### config.mk
export PLATFORM = sky130hd
export DESIGN_NAME = flush_req_gen_flat
export DESIGN_NICKNAME = d
export VERILOG_FILES = /design/src/rtl/flush_req_gen_if.sv /design/src/rtl/flush_req_gen.sv /design/src/flat_wrapper.sv
export SDC_FILE = /design/constraint.sdc
export NUM_CORES = 1
export LEC_CHECK = 0
export ABC_AREA = 1
export CAP_MARGIN = 10
export CORE_ASPECT_RATIO = 1.75
export CORE_UTILIZATION = 50
export CTS_BUF_LIST = sky130_fd_sc_hd__clkbuf_4 sky130_fd_sc_hd__clkbuf_8
export CTS_CLUSTER_DIAMETER = 100
export DETAILED_ROUTE_END_ITERATION = 7
export GPL_TIMING_DRIVEN = 0
export PLACE_DENSITY = 0.75
export RECOVER_POWER = 100
export SYNTH_ARGS = -nofsm -noshare
export SYNTH_HDL_FRONTEND = slang
export SYNTH_SLANG_ARGS = --single-unit
### constraint.sdc
create_clock -name hclk -period 1.3 [get_ports hclk]
set_clock_uncertainty 0.05 [all_clocks]
set_input_delay 0.26 -clock hclk [delete_from_list [all_inputs] [get_ports hclk]]
set_output_delay 0.26 -clock hclk [all_outputs]
set_load 0.005 [all_outputs]
### src/rtl/flush_req_gen_if.sv
// Flush request / flush code bundle between the EXU-side requester and the
// flush request generator.
interface flush_req_gen_if #(
    parameter int CNT_W  = 4,
    parameter int HOLD_W = 4,
    parameter int EVT_W  = 8
);
    logic              req_flush1;
    logic              req_flush2;
    logic [HOLD_W-1:0] req_len;
    logic [CNT_W-1:0]  cycle_cnt;
    logic [1:0]        flush;
    logic              req_ready;
    logic              busy;
    logic              dropped;
    logic [EVT_W-1:0]  flush_events;

    modport master (
        output req_flush1, req_flush2, req_len,
        input  cycle_cnt, flush, req_ready, busy, dropped, flush_events
    );

    modport slave (
        input  req_flush1, req_flush2, req_len,
        output cycle_cnt, flush, req_ready, busy, dropped, flush_events
    );
endinterface

### src/rtl/flush_req_gen.sv
// Producer side of the pipeline flush handshake: phase counter, one-deep
// request slot and the flush-code FSM sampled by the flush-stall controller.
//
// state | meaning
// IDLE  | flush = 0, waiting for a pending request
// ARM1  | flush = 1, held until the next sample point
// ARM2  | flush = 2, held for hold counter + 1 sample points
module flush_req_gen #(
    parameter int CNT_W      = 4,
    parameter int CYCLE_MAX  = 7,
    parameter int SAMPLE_CNT = 4,
    parameter int HOLD_W     = 4,
    parameter int EVT_W      = 8
) (
    input logic            hclk,
    input logic            hrstn,
    flush_req_gen_if.slave bus
);
    typedef enum logic [1:0] {
        IDLE = 2'd0,
        ARM1 = 2'd1,
        ARM2 = 2'd2
    } state_t;

    localparam logic [CNT_W-1:0] CNT_MAX  = CNT_W'(CYCLE_MAX);
    localparam logic [CNT_W-1:0] CNT_SMPL = CNT_W'(SAMPLE_CNT);

    state_t            state_q, state_d;
    logic [CNT_W-1:0]  cnt_q, cnt_d;
    logic [HOLD_W-1:0] hold_q, hold_d;
    logic              pend_valid_q, pend_valid_d;
    logic              pend_kind2_q, pend_kind2_d;
    logic [HOLD_W-1:0] pend_len_q, pend_len_d;
    logic              drop_q, drop_d;
    logic [EVT_W-1:0]  evt_q, evt_d;
    logic              sample_pt;
    logic              complete;
    logic              merge;

    assign sample_pt = (cnt_q == CNT_SMPL);

    always_comb begin
        cnt_d        = (cnt_q == CNT_MAX) ? '0 : cnt_q + CNT_W'(1);
        state_d      = state_q;
        hold_d       = hold_q;
        pend_valid_d = pend_valid_q;
        pend_kind2_d = pend_kind2_q;
        pend_len_d   = pend_len_q;
        drop_d       = 1'b0;
        evt_d        = evt_q;
        complete     = 1'b0;
        merge        = 1'b0;

        case (state_q)
            IDLE: begin
                if (pend_valid_q) begin
                    // A code-2 request landing on a queued code-1 upgrades it in place.
                    if (bus.req_flush2 && !pend_kind2_q) begin
                        merge   = 1'b1;
                        state_d = ARM2;
                        hold_d  = bus.req_len;
                    end else begin
                        state_d = pend_kind2_q ? ARM2 : ARM1;
                        hold_d  = pend_len_q;
                    end
                    pend_valid_d = 1'b0;
                end
            end
            ARM1: begin
                if (sample_pt) begin
                    state_d  = IDLE;
                    complete = 1'b1;
                end
            end
            ARM2: begin
                if (sample_pt) begin
                    if (hold_q == '0) begin
                        state_d  = IDLE;
                        complete = 1'b1;
                    end else begin
                        hold_d = hold_q - HOLD_W'(1);
                    end
                end
            end
            default: state_d = IDLE;
        endcase

        if (complete && (evt_q != '1)) begin
            evt_d = evt_q + EVT_W'(1);
        end

        // Slot occupancy seen by new requests is after any dispatch this cycle.
        if (bus.req_flush2) begin
            if (bus.req_flush1) begin
                drop_d = 1'b1;
            end
            if (!merge) begin
                if (pend_valid_d && pend_kind2_d) begin
                    drop_d = 1'b1;
                end else begin
                    pend_valid_d = 1'b1;
                    pend_kind2_d = 1'b1;
                    pend_len_d   = bus.req_len;
                end
            end
        end else if (bus.req_flush1) begin
            if (pend_valid_d) begin
                drop_d = 1'b1;
            end else begin
                pend_valid_d = 1'b1;
                pend_kind2_d = 1'b0;
                pend_len_d   = '0;
            end
        end
    end

    always_ff @(posedge hclk or negedge hrstn) begin
        if (!hrstn) begin
            state_q      <= IDLE;
            cnt_q        <= '0;
            hold_q       <= '0;
            pend_valid_q <= 1'b0;
            pend_kind2_q <= 1'b0;
            pend_len_q   <= '0;
            drop_q       <= 1'b0;
            evt_q        <= '0;
        end else begin
            state_q      <= state_d;
            cnt_q        <= cnt_d;
            hold_q       <= hold_d;
            pend_valid_q <= pend_valid_d;
            pend_kind2_q <= pend_kind2_d;
            pend_len_q   <= pend_len_d;
            drop_q       <= drop_d;
            evt_q        <= evt_d;
        end
    end

    assign bus.cycle_cnt    = cnt_q;
    assign bus.flush        = state_q;
    assign bus.req_ready    = !pend_valid_q;
    assign bus.busy         = (state_q != IDLE) || pend_valid_q;
    assign bus.dropped      = drop_q;
    assign bus.flush_events = evt_q;
endmodule
### src/flat_wrapper.sv
// flat-port wrapper written by rule: the top's interface ports become plain ports
module flush_req_gen_flat 
#(
    parameter int CNT_W      = 4,
    parameter int CYCLE_MAX  = 7,
    parameter int SAMPLE_CNT = 4,
    parameter int HOLD_W     = 4,
    parameter int EVT_W      = 8
)
  (hclk, hrstn, bus_req_flush1, bus_req_flush2, bus_req_len, bus_cycle_cnt, bus_flush, bus_req_ready, bus_busy, bus_dropped, bus_flush_events);
  flush_req_gen_if #(.CNT_W(CNT_W), .HOLD_W(HOLD_W), .EVT_W(EVT_W)) bus_i ();
  input logic hclk;
  input logic hrstn;
  input wire logic [$bits(bus_i.req_flush1)-1:0] bus_req_flush1;
  input wire logic [$bits(bus_i.req_flush2)-1:0] bus_req_flush2;
  input wire logic [$bits(bus_i.req_len)-1:0] bus_req_len;
  output wire logic [$bits(bus_i.cycle_cnt)-1:0] bus_cycle_cnt;
  output wire logic [$bits(bus_i.flush)-1:0] bus_flush;
  output wire logic [$bits(bus_i.req_ready)-1:0] bus_req_ready;
  output wire logic [$bits(bus_i.busy)-1:0] bus_busy;
  output wire logic [$bits(bus_i.dropped)-1:0] bus_dropped;
  output wire logic [$bits(bus_i.flush_events)-1:0] bus_flush_events;
  assign bus_i.req_flush1 = bus_req_flush1;
  assign bus_i.req_flush2 = bus_req_flush2;
  assign bus_i.req_len = bus_req_len;
  assign bus_cycle_cnt = bus_i.cycle_cnt;
  assign bus_flush = bus_i.flush;
  assign bus_req_ready = bus_i.req_ready;
  assign bus_busy = bus_i.busy;
  assign bus_dropped = bus_i.dropped;
  assign bus_flush_events = bus_i.flush_events;
  flush_req_gen #(.CNT_W(CNT_W), .CYCLE_MAX(CYCLE_MAX), .SAMPLE_CNT(SAMPLE_CNT), .HOLD_W(HOLD_W), .EVT_W(EVT_W)) u_core (.hclk(hclk), .hrstn(hrstn), .bus(bus_i));
endmodule
---- After elaboration in Yosys (flattened, before gate mapping) ----
Cells that the tools add are included.
word-level totals
  bits in registers ....................... 25
  bits in latches ......................... 0
  RAM bits ................................ 0
  bits in read-only memories .............. 0
  input bits .............................. 8
  word-level logic and storage cells ...... 79
  memories kept ........................... 0
operators by class
  $add $sub $neg .......................... 3
  multipliers ............................. 0
  div/mod/pow operators ................... 0
  magnitude comparators ................... 0
  equality and inequality tests ........... 13
  shift operators ......................... 0
  muxes and demuxes ....................... 41
  bitwise gates (word level) .............. 0
  reduce and logical (&&, ||, !) cells .... 14
operator list
  cell                   count
  $mux W4                10
  $mux W1                22
  $mux W2                6
  $reduce_and A4 Y1      3
  $add A8 B1 Y8 const B  1
  $eq A4 B3 Y1 const B   2
  $ne A2 B1 Y1 const B   4
  $ne A2 B2 Y1 const B   4
  $ne A8 B8 Y1 const B   1
  $pmux W4 S2            1
  $pmux W2 S3            1
  $reduce_bool A2 Y1     3
  $add A4 B1 Y4 const B  1
  $logic_not A4 Y1       1
  $sub A4 B1 Y4 const B  1
  $logic_and A1 B1 Y1    3
  $eq A2 B1 Y1 const B   1
  $eq A2 B2 Y1 const B   1
  $logic_not A1 Y1       2
  $logic_not A2 Y1       1
  $pmux W1 S2            1
  $logic_or A1 B1 Y1     1

---- Longest topological paths before layout ----
Gate-level depths: netlist (run 1).
  depth in word-level cells ............... 7
  depth in mapped cells ................... 8
  mapped depth without buffers ............ 8

---- Least setup slack after synthesis (run 1) ----
OpenSTA, ideal clock, no wires.
  path kind ............................... reg2reg
  from .................................... register u_core.state_q[0] (netlist: u_core.bus.flush[0])
  to ...................................... register u_core.evt_q[2] (netlist: u_core.bus.flush_events[2])
  arrival time ............................ 1.220 ns
  required time ........................... 1.127 ns
  slack ................................... -0.093 ns
  stages on the path, launching flop included .. 8
  period minus slack after synthesis ...... 1.393 ns
  cell sequence ........................... dfrtp_1 -> inv_1 -> ha_1 -> o21ai_2 -> nor2_4 -> nand3_2 -> nand2_1 -> o21ai_1
between the ends
  longest elaborated chain between the ends .. 3
  elaborated cells on any way between the ends .. 4
  those cells by class .................... eq/ne: 2; mux: 1; reduce/logical: 1
RTL lines
  element                                              RTL line              RTL
  start, declared                                      flush_req_gen.sv:28   state_t state_q, state_d;
  start signal, assigned                               flush_req_gen.sv:128  state_q <= state_d;
  $eq A2 B2 Y1 / $eq A2 B1 Y1 (equally long branches)  flush_req_gen.sv:54   case (state_q)
  $pmux W1 S2 *                                        flush_req_gen.sv:54
  $logic_and A1 B1 Y1 *                                flush_req_gen.sv:88   if (complete && (evt_q != '1)) begin
  end signal, assigned                                 flush_req_gen.sv:135  evt_q <= evt_d;
  end, declared                                        flush_req_gen.sv:35   logic [EVT_W-1:0] evt_q, evt_d;
Mark *: on every way between the ends. The rest lies on a longest branch, timed or not.
A chain may end at the register's enable or synchronous reset.

---- Worst setup path in the final report (run 1) ----
  from .................................... register u_core.state_q[1] (netlist: u_core.bus.flush[1])
  to ...................................... register u_core.state_q[1] (netlist: u_core.bus.flush[1])
between the ends
  longest elaborated chain between the ends .. 3
  elaborated cells on any way between the ends .. 9
  those cells by class .................... eq/ne: 6; mux: 1; reduce/logical: 2
RTL lines
  element                                     RTL line
  $eq A2 B2 Y1, or another cell as far along  flush_req_gen.sv:54
  $ne A2 B1 Y1 (no line)                      n/a
  $reduce_and A4 Y1 (no line)                 n/a
Parallel ways exist; a longest one is shown, timed or not.

==> results of run 1 <==
repair_timing:
action,CTS,global route
resized for setup,31,25
setup buffers,19,5
cloned,0,1
pin swaps,4,9
setup endpoints to repair,61,24
metrics by stage:
stage               power (mW)  TNS (ns)  utilization (%)  hold WS (ns)
finish                    3.84     -3.62             73.5       0.00410
global route              4.10     -5.63             73.5        0.0286
CTS                       3.53     -3.36             69.6         0.310
detailed placement        2.82    -14.94             62.8         0.440
global placement          2.75    -13.07             62.8         0.419
floorplan                 2.36    -0.222                -       -0.0856
flip-flops by register name (all words and copies together) (netlist names):
signal	cells
u_core.bus.flush_events	8
u_core.bus.cycle_cnt	4
u_core.hold_q	4
u_core.pend_len_q	4
u_core.bus.flush	2
u_core.bus.dropped	1
u_core.pend_kind2_q	1
u_core.pend_valid_q	1
Yosys cell counts, drive strengths merged:
cell    instances
o21ai          16
inv            29
ha              7
dfrtp          25
or2             1
nand4           2
nor2           10
xnor2           4
o21a            1
and2            1
nand3b          2
xor2            2
nand3          20
nand2          77
logic make-up (layout without fill, tap and decap cells):
group                      count (synthesis)  after routing  synth area share, %
AOI/OAI and AO/OA                         17             17                 6.46
buffers and inverters                     29             82                 7.11
DFF                                       25             25                 40.9
xor gates and xnor gates                   6              6                 3.43
and+or+nand+nor                          113            114                 36.4
adders and majority gates                  7              7                 5.72
critical path, cell delays in order (launching register included):
cell and delay [ns]:
dfrtp_1 0.41, buf_6 0.13, buf_6 0.11, ha_4 0.17, buf_4 0.16, inv_6 0.07, nand2_1 0.05, nand2_1 0.08
nand3_2 0.09, nand2_1 0.06, o21ai_0 0.07
power by group:
group | switching, mW | total [mW] | internal, mW
combinational | 1.20 | 2.21 | 1.01
sequential | 0.180 | 1.16 | 0.983
clock | 0.254 | 0.468 | 0.215
routing by layer:
layer	part of all wire [%]	wire [um]
met1	36	1390
met2	59	2270
met3	3.2	123
met4	1.8	69
met5	0	0
worst paths after layout:
| check | depth (start not counted) | slack (ns) | end |
|---|---|---|---|
| setup / recovery | 10 | -0.27 | u_core.bus.flush[1] |
| hold / removal | 1 | 0.004 | u_core.bus.flush_events[4] |
| setup reg to reg | 10 | -0.27 | u_core.bus.flush[1] |
| hold reg to reg | 2 | 0.46 | u_core.pend_len_q[3] |
| max in group asynchronous | 2 | 0.43 | u_core.bus.flush_events[5] |
| min in group hclk | 2 | 0.46 | u_core.pend_len_q[3] |
area by class of cell:
class | instances | area, sq um
fillers | 232 | 776
repair buffers | 49 | 420
flip-flops and latches | 25 | 629
inverters | 29 | 114
well taps | 28 | 35.0
clock buffers | 3 | 41.3
multi-input cells | 144 | 907
clock inverters | 1 | 5.00
==> out/metrics.cfg, run 1 <==
[sta]
slew_viol_final = 0
period_needed_ns = 1.57
rsz0062_at_grt = yes
relSlewSlack_pct = 66.3
fin_crit_sh_pct = 121
setup_ws_ns = -0.272
setup_viol = 19
finalHoldViolations = 0
worst_pin_slew_ns = 0.505
max_freq_ghz = 0.636

[yosys]
synth_nets = 212
synth_seq_area_share_pct = 40.9
syn_area_per_cell_sq_um = 7.77
synth-seq-cells = 25
synthDistinctLibCells = 23
yosysTopAreaCell = dfrtp_1
synth_area_leaders = dfrtp_1, nand2_1, inv_1
synth_top_cell_area_share_pct = 40.9
netlist_area_sq_um = 1530
synth-warning-count = 0
synth_cells = 197

[route]
drt_iter0_drc = 31
vias = 1472
wire_per_inst_um = 13.8
ant_nets = 0
dr.pass1.iters = 6
via_per_inst = 5.28
drc = 2
routed_wl_mm = 3.86

[setup_path]
crit_start = u_core.bus.flush[1]
start_kind = register
path_max_fanout = 8
cp.required_ns = 1.40
arrival_ns = 1.67
cp-end-kind = register
crit_type = reg -> reg
r2r-start = u_core.bus.flush[1]

[finish]
fin_area_sq_um = 2150
syn_to_final_growth_pct = 40.6
final_cells = 279
nets = 267
antenna_cells = 0
layout_commonest_cell = nand2_1
mostFrequentLayoutCells = nand2_1, inv_1, dfrtp_1, buf_4, dlygate4sd2_1
drive_gt1_share_pct = 28.7

[placement]
port_buffers = 24
dpl.hpwl_mm = 2.43
post-place-ws_ns = -0.404
gp_congestion = 0.747
placed_cell_area_sq_um = 1840
place_inst = 249

[clock_tree]
cts.sinks = 25
htreeDepth = 1
cts_tree = yes
worstSkewPairLatency_ns = 0.27
clkSlewWorstSetupHoldPaths_ns = 0.09
cts_buffers = 3
cts_root_buf = clkbuf_8
clockBufferDepth = 2
cts-hold-fix-buffers = 0

[status]
violations = design-rule violations, negative setup slack
status = complete, but fails checks

[worst_hold_path]
min_path_type = in -> async

[floorplan]
pin_count = 25
core-area_sq_um = 2930
die_x_um = 43.8
die_y_um = 75.2
die_area_sq_um = 3290
start_util_pct = 52.3
fp-row-count = 26

[global_route]
gr-total-overflow = 0
grt-busiest-layer = met2
use_met3_pct = 2.64
grt_start_max_net_pins = 26
grt_pass1_wl_mm = 5.96
grt_pass1_vias = 1425
gr-usage-met1_pct = 24.4
grt.total_usage_pct = 23.9
antenna_found_initial = 0
grtUsageMet2_pct = 48.1

[job]
cap_violations = 0

[power_and_ir_drop]
powerDensity_nw_per_um2 = 1780
p_leak_nw = 1.13
vdd_drop_max_v = 0.00105

(Power assumes the default switching activity.)
==> run 2, diff against run 1 <==
PLACE_DENSITY = 0.77   (was 0.75)
==> out/metrics.cfg, run 2 (synthesis results as in run 1) <==
[finish]
nets = 268  ; was 267
antenna_cells = 0  ; unchanged
largest_reg_flops = 8  ; unchanged
drive_gt1_share_pct = 29.8  ; was 28.7%
final_core_util_pct = 74.4  ; was 73.5%
syn_to_final_growth_pct = 42.4  ; was 40.6%
final_cells = 280  ; was 279
mostFrequentLayoutCells = nand2_1, inv_1, dfrtp_1, buf_4, nand3_1  ; was nand2_1, inv_1, dfrtp_1, buf_4, dlygate4sd2_1
layout_commonest_cell = nand2_1  ; unchanged

[setup_path]
cp-end-kind = register  ; unchanged
cp.required_ns = 1.48  ; was 1.40 ns
cp_slowest_cell = dfrtp_2  ; was dfrtp_1
crit_start = u_core.bus.flush[1]  ; unchanged
r2r-start = u_core.bus.flush[1]  ; unchanged
worst_path_largest_cell_delay_ns = 0.43  ; was 0.41 ns
cp_cell_sequence = buf_6 > ha_4 > buf_4 > o21ai_4 > nand3b_4 > nand2_1 > nand2_1  ; was buf_6 > buf_6 > ha_4 > buf_4 > inv_6 > nand2_1 > nand2_1 > nand3_2 > nand2_1 > o21ai_0
crit_top_cell = nand2_1  ; unchanged
arrival_ns = 1.64  ; was 1.67 ns
start_kind = register  ; unchanged
crit_type = reg -> reg  ; unchanged
path_max_fanout = 6  ; was 8

[route]
vias = 1413  ; was 1472
wire_per_inst_um = 12.9  ; was 13.8 um
drc = 3  ; was 2
dr.pass1.iters = 6  ; unchanged
drt_iter0_drc = 26  ; was 31
via_per_inst = 5.05  ; was 5.28
routed_wl_mm = 3.62  ; was 3.86 mm
ant_nets = 0  ; unchanged

[placement]
gp_congestion = 0.796  ; was 0.747
dpl.hpwl_mm = 2.40  ; was 2.43 mm
place_inst = 249  ; unchanged
post-place-ws_ns = -0.411  ; was -0.404 ns
port_buffers = 24  ; unchanged

[sta]
setup_ws_ns = -0.155  ; was -0.272 ns
relSlewSlack_pct = 78.4  ; was 66.3%
setup_viol = 21  ; was 19
worst_pin_slew_ns = 0.324  ; was 0.505 ns
slew_viol_final = 0  ; unchanged
period_needed_ns = 1.46  ; was 1.57 ns
setup_tns_ns = -2.21  ; was -3.62 ns
finalHoldViolations = 0  ; unchanged
holdWs_ns = 0.415  ; was 0.00410 ns
fin_crit_sh_pct = 112  ; was 121%
max_freq_ghz = 0.687  ; was 0.636 GHz
rsz0062_at_grt = yes  ; unchanged

[global_route]
grt_pass1_wl_mm = 5.66  ; was 5.96 mm
antenna_found_initial = 0  ; unchanged
grtUsageMet2_pct = 47.1  ; was 48.1%
grt_pass1_vias = 1355  ; was 1425
grt_start_max_net_pins = 26  ; unchanged
grt.total_usage_pct = 23.7  ; was 23.9%
gr-total-overflow = 0  ; unchanged
use_met3_pct = 2.16  ; was 2.64%
gr-usage-met1_pct = 22.5  ; was 24.4%
grt-busiest-layer = met2  ; unchanged

[power_and_ir_drop]
vdd_drop_max_v = 0.00109  ; was 0.00105 V
powerDensity_nw_per_um2 = 1760  ; was 1780 nW/um^2
p_leak_nw = 1.13  ; about the same

[worst_hold_path]
min_path_type = in -> async  ; unchanged

[clock_tree]
worstSkewPairLatency_ns = 0.28  ; was 0.27 ns
htreeDepth = 1  ; unchanged
clockBufferDepth = 2  ; unchanged
cts_tree = yes  ; unchanged
clkSlewWorstSetupHoldPaths_ns = 0.09  ; about the same
cts.sinks = 25  ; unchanged
cts_buffers = 3  ; unchanged
cts_root_buf = clkbuf_8  ; unchanged

[floorplan]
die_y_um = 75.2  ; unchanged
die_x_um = 43.8  ; unchanged
fp-row-count = 26  ; unchanged
die_area_sq_um = 3290  ; unchanged
core-area_sq_um = 2930  ; unchanged
start_util_pct = 52.3  ; unchanged
pin_count = 25  ; unchanged

[job]
cap_violations = 0  ; unchanged

[status]
violations = design-rule violations, negative setup slack  ; unchanged
status = complete, but fails checks  ; unchanged

## run 2: cell types whose count changed in the layout (fill, tap and decap cells not counted), moves of 2 or more
cell	before	now
dlygate4sd2_1	15	11
clkbuf_2	3	0
clkbuf_4	0	3
clkdlybuf4s15_1	1	4
dfrtp_1	22	19
dfrtp_2	3	6
nand3_2	4	1
buf_2	0	2
buf_6	4	6
o21ai_0	7	9
o21ai_1	5	3
## run 2: layout make-up
| type | instances | area [sq um] |
|---|---|---|
| multi-input cells | 143 | 917 |
| fillers | 230 | 748 |
| flip-flops and latches | 25 | 633 |
| repair buffers | 51 | 435 |
| inverters | 29 | 109 |
| clock buffers | 3 | 41.3 |
| well taps | 28 | 35.0 |
| clock inverters | 1 | 8.76 |
## run 2: where the power goes
group	leakage [nW]	switching, mW	internal, mW
sequential	0.314	0.176	0.986
clock	0.0261	0.280	0.226
combinational	0.791	1.17	1.01
total	1.13	1.62	2.22
## run 2: per-stage QoR
step / power, mW / cell area [sq um]
4_1_cts: 3.65 / 2080
6_report: 3.84 / 2180
3_3_place_gp: 2.78 / 1840
5_1_grt: 4.14 / 2180
3_5_place_dp: 2.83 / 1840
2_1_floorplan: 2.36 / 1560
## run 2: metal layers
metal | wire length (um) | up-vias | part of all wire, %
met4 | 110 | 0 | 3.0
met1 | 1390 | 655 | 38
met3 | 84 | 9 | 2.3
met2 | 2040 | 26 | 56
met5 | 0 | - | 0
li1 | - | 723 | -
## run 2: timing repair
action                                 CTS  global route
hold buffers                             0             1
buffers inserted                        22             3
endpoints found under the hold margin    0             5
cloned                                   0             0
setup endpoints to repair               61            24
pin swaps                                6            13
resized for setup                       50            18
## run 2: worst paths after layout
| path | slack [ns] | end | depth (start not counted) |
|---|---|---|---|
| max | -0.16 | u_core.hold_q[3] | 7 |
| max in group asynchronous | 0.16 | u_core.bus.flush[1] | 3 |
| max reg2reg | -0.16 | u_core.hold_q[3] | 7 |
| min | 0.41 | u_core.pend_kind2_q | 2 |
| min in group hclk | 0.45 | u_core.pend_len_q[1] | 2 |
| min reg2reg | 0.45 | u_core.pend_len_q[1] | 2 |
## run 2: worst max-delay path, delay by kind of cell, from the launching register on
kind	cells	cell delay [ns]
AO/OA/AOI/OAI	1	0.15
adder cells (fa/ha/maj)	1	0.18
AND/OR/NAND/NOR	3	0.31
flip-flops	1	0.43
buffers and inverters	2	0.28
==> run 3, diff against run 2 <==
GPL_TIMING_DRIVEN = not set   (was 0)
==> out/metrics.cfg, run 3 (synthesis results as in run 1) <==
[setup_path]
cp_cell_sequence = inv_1 > ha_2 > nand3_4 > nor2_4 > nand2_2 > nor2_4 > nand2_1 > nand2_1  ; was buf_6 > ha_4 > buf_4 > o21ai_4 > nand3b_4 > nand2_1 > nand2_1
cp_slowest_cell = dfrtp_1  ; was dfrtp_2
crit_type = reg -> reg  ; unchanged
start_kind = register  ; unchanged
worst_path_largest_cell_delay_ns = 0.42  ; was 0.43 ns
path_max_fanout = 7  ; was 6
arrival_ns = 1.72  ; was 1.64 ns
cp.required_ns = 1.46  ; was 1.48 ns
cp-end-kind = register  ; unchanged

[status]
violations = design-rule violations, negative setup slack  ; unchanged
status = complete, but fails checks  ; unchanged

[route]
wl_met2_mm = 2.64  ; was 2.04 mm
routed_wl_mm = 4.54  ; was 3.62 mm
ant_nets = 0  ; unchanged
routed.top_layer = met4  ; unchanged
via_per_inst = 5.16  ; was 5.05
drt_iter0_drc = 38  ; was 26
wire_per_inst_um = 14.9  ; was 12.9 um
vias = 1573  ; was 1413
m1WireLength_mm = 1.64  ; was 1.39 mm
met3WireLength_um = 94  ; was 84 um
drc = 3  ; unchanged
dr.pass1.iters = 6  ; unchanged

[worst_hold_path]
min_path_type = reg -> reg  ; was in -> async

[finish]
syn_to_final_growth_pct = 59.4  ; was 42.4%
final_cells = 305  ; was 280
final_core_util_pct = 83.3  ; was 74.4%
drive_gt1_share_pct = 39.7  ; was 29.8%
antenna_cells = 0  ; unchanged
fin_area_sq_um = 2440  ; was 2180 sq um
nets = 293  ; was 268
mostFrequentLayoutCells = nand2_1, buf_4, dfrtp_1, inv_1, buf_6  ; was nand2_1, inv_1, dfrtp_1, buf_4, nand3_1
layout_commonest_cell = nand2_1  ; unchanged
largest_reg_flops = 8  ; unchanged

[sta]
max_freq_ghz = 0.644  ; was 0.687 GHz
slew_viol_final = 0  ; unchanged
setup_ws_ns = -0.252  ; was -0.155 ns
finalHoldViolations = 0  ; unchanged
period_needed_ns = 1.55  ; was 1.46 ns
worst_pin_slew_ns = 0.660  ; was 0.324 ns
relSlewSlack_pct = 56.0  ; was 78.4%
fin_crit_sh_pct = 119  ; was 112%
setup_viol = 27  ; was 21
holdWs_ns = 0.460  ; was 0.415 ns
setup_tns_ns = -3.96  ; was -2.21 ns
rsz0062_at_grt = yes  ; unchanged

[global_route]
gr-total-overflow = 0  ; unchanged
grt_pass1_wl_mm = 6.58  ; was 5.66 mm
grt.total_usage_pct = 27.2  ; was 23.7%
grt_start_max_net_pins = 26  ; unchanged
grt_pass1_vias = 1549  ; was 1355
antenna_found_initial = 0  ; unchanged

[floorplan]
die_area_sq_um = 3290  ; unchanged
die_y_um = 75.2  ; unchanged
pin_count = 25  ; unchanged
core-area_sq_um = 2930  ; unchanged
fp-row-count = 26  ; unchanged
die_x_um = 43.8  ; unchanged
start_util_pct = 52.3  ; unchanged

[clock_tree]
cts-hold-fix-buffers = 0  ; unchanged
htreeDepth = 1  ; unchanged
clkSlewWorstSetupHoldPaths_ns = 0.10  ; was 0.09 ns
cts_tree = yes  ; unchanged
cts_buffers = 3  ; unchanged
clockBufferDepth = 2  ; unchanged
cts_root_buf = clkbuf_8  ; unchanged
cts.sinks = 25  ; unchanged
worstSkewPairLatency_ns = 0.28  ; about the same

[placement]
placed_cell_area_sq_um = 2110  ; was 1840 sq um
place_inst = 282  ; was 249
dpl.hpwl_mm = 2.71  ; was 2.40 mm
gp_congestion = 0.845  ; was 0.796
post-place-ws_ns = -0.261  ; was -0.411 ns
port_buffers = 24  ; unchanged

[job]
cap_violations = 0  ; unchanged

[power_and_ir_drop]
vdd_drop_max_v = 0.00147  ; was 0.00109 V
p_leak_nw = 1.29  ; was 1.13 nW
powerDensity_nw_per_um2 = 1820  ; was 1760 nW/um^2
power_mw = 4.44  ; was 3.84 mW

-- run 3: changes by cell type in the layout (fill, tap and decap cells not counted), sizes merged --
cell | previous run | this run
buf | 26 | 55
dlygate4sd2 | 11 | 9
clkdlybuf4s15 | 4 | 0
clkdlybuf4s50 | 5 | 6
clkbuf | 7 | 8
-- run 3: what timing repair did --
action,CTS,global route
setup buffers,17,7
gates cloned,0,0
endpoints found under the setup margin,38,29
pin swaps,14,22
gates resized for setup,72,31
-- run 3: layout make-up --
class                           count  area [sq um]
Inverter                           29           114
Multi-Input combinational cell    143           958
Timing Repair Buffer               76           657
Fill cell                         172           488
Sequential cell                    25           626
Clock inverter                      1          8.76
Tap cell                           28          35.0
Clock buffer                        3          41.3
-- run 3: critical path, delay by kind of cell (launching register included) --
family | cells | cell delay, ns
DFF | 1 | 0.42
and+or+nand+nor | 6 | 0.67
adders and majority gates | 1 | 0.23
buffers and inverters | 1 | 0.12
-- run 3: final timing paths --
| kind | from | end | slack (ns) | depth (start not counted) |
|---|---|---|---|---|
| min in group asynchronous | hrstn | u_core.bus.dropped | 0.48 | 2 |
| max in group asynchronous | hrstn | u_core.bus.flush[0] | 0.28 | 2 |
| worst min register to register | u_core.pend_len_q[2] | u_core.pend_len_q[2] | 0.46 | 2 |
| worst max-delay path | u_core.bus.cycle_cnt[0] | u_core.bus.flush_events[4] | -0.25 | 8 |
| worst max register to register | u_core.bus.cycle_cnt[0] | u_core.bus.flush_events[4] | -0.25 | 8 |
| worst min-delay path | u_core.pend_len_q[2] | u_core.pend_len_q[2] | 0.46 | 2 |
-- run 3: metal layers --
| metal | up-vias | global-route usage (%) |
|---|---|---|
| met5 | - | 0 |
| met1 | 745 | 27.1 |
| met2 | 36 | 54.6 |
| met3 | 13 | 1.68 |
| li1 | 779 | - |
| met4 | 0 | 12.5 |
-- run 3: power breakdown --
part           switching, mW  internal (mW)  leakage (nW)
clock network          0.283          0.225        0.0261
logic                   1.39           1.41         0.937
registers              0.146          0.982         0.324
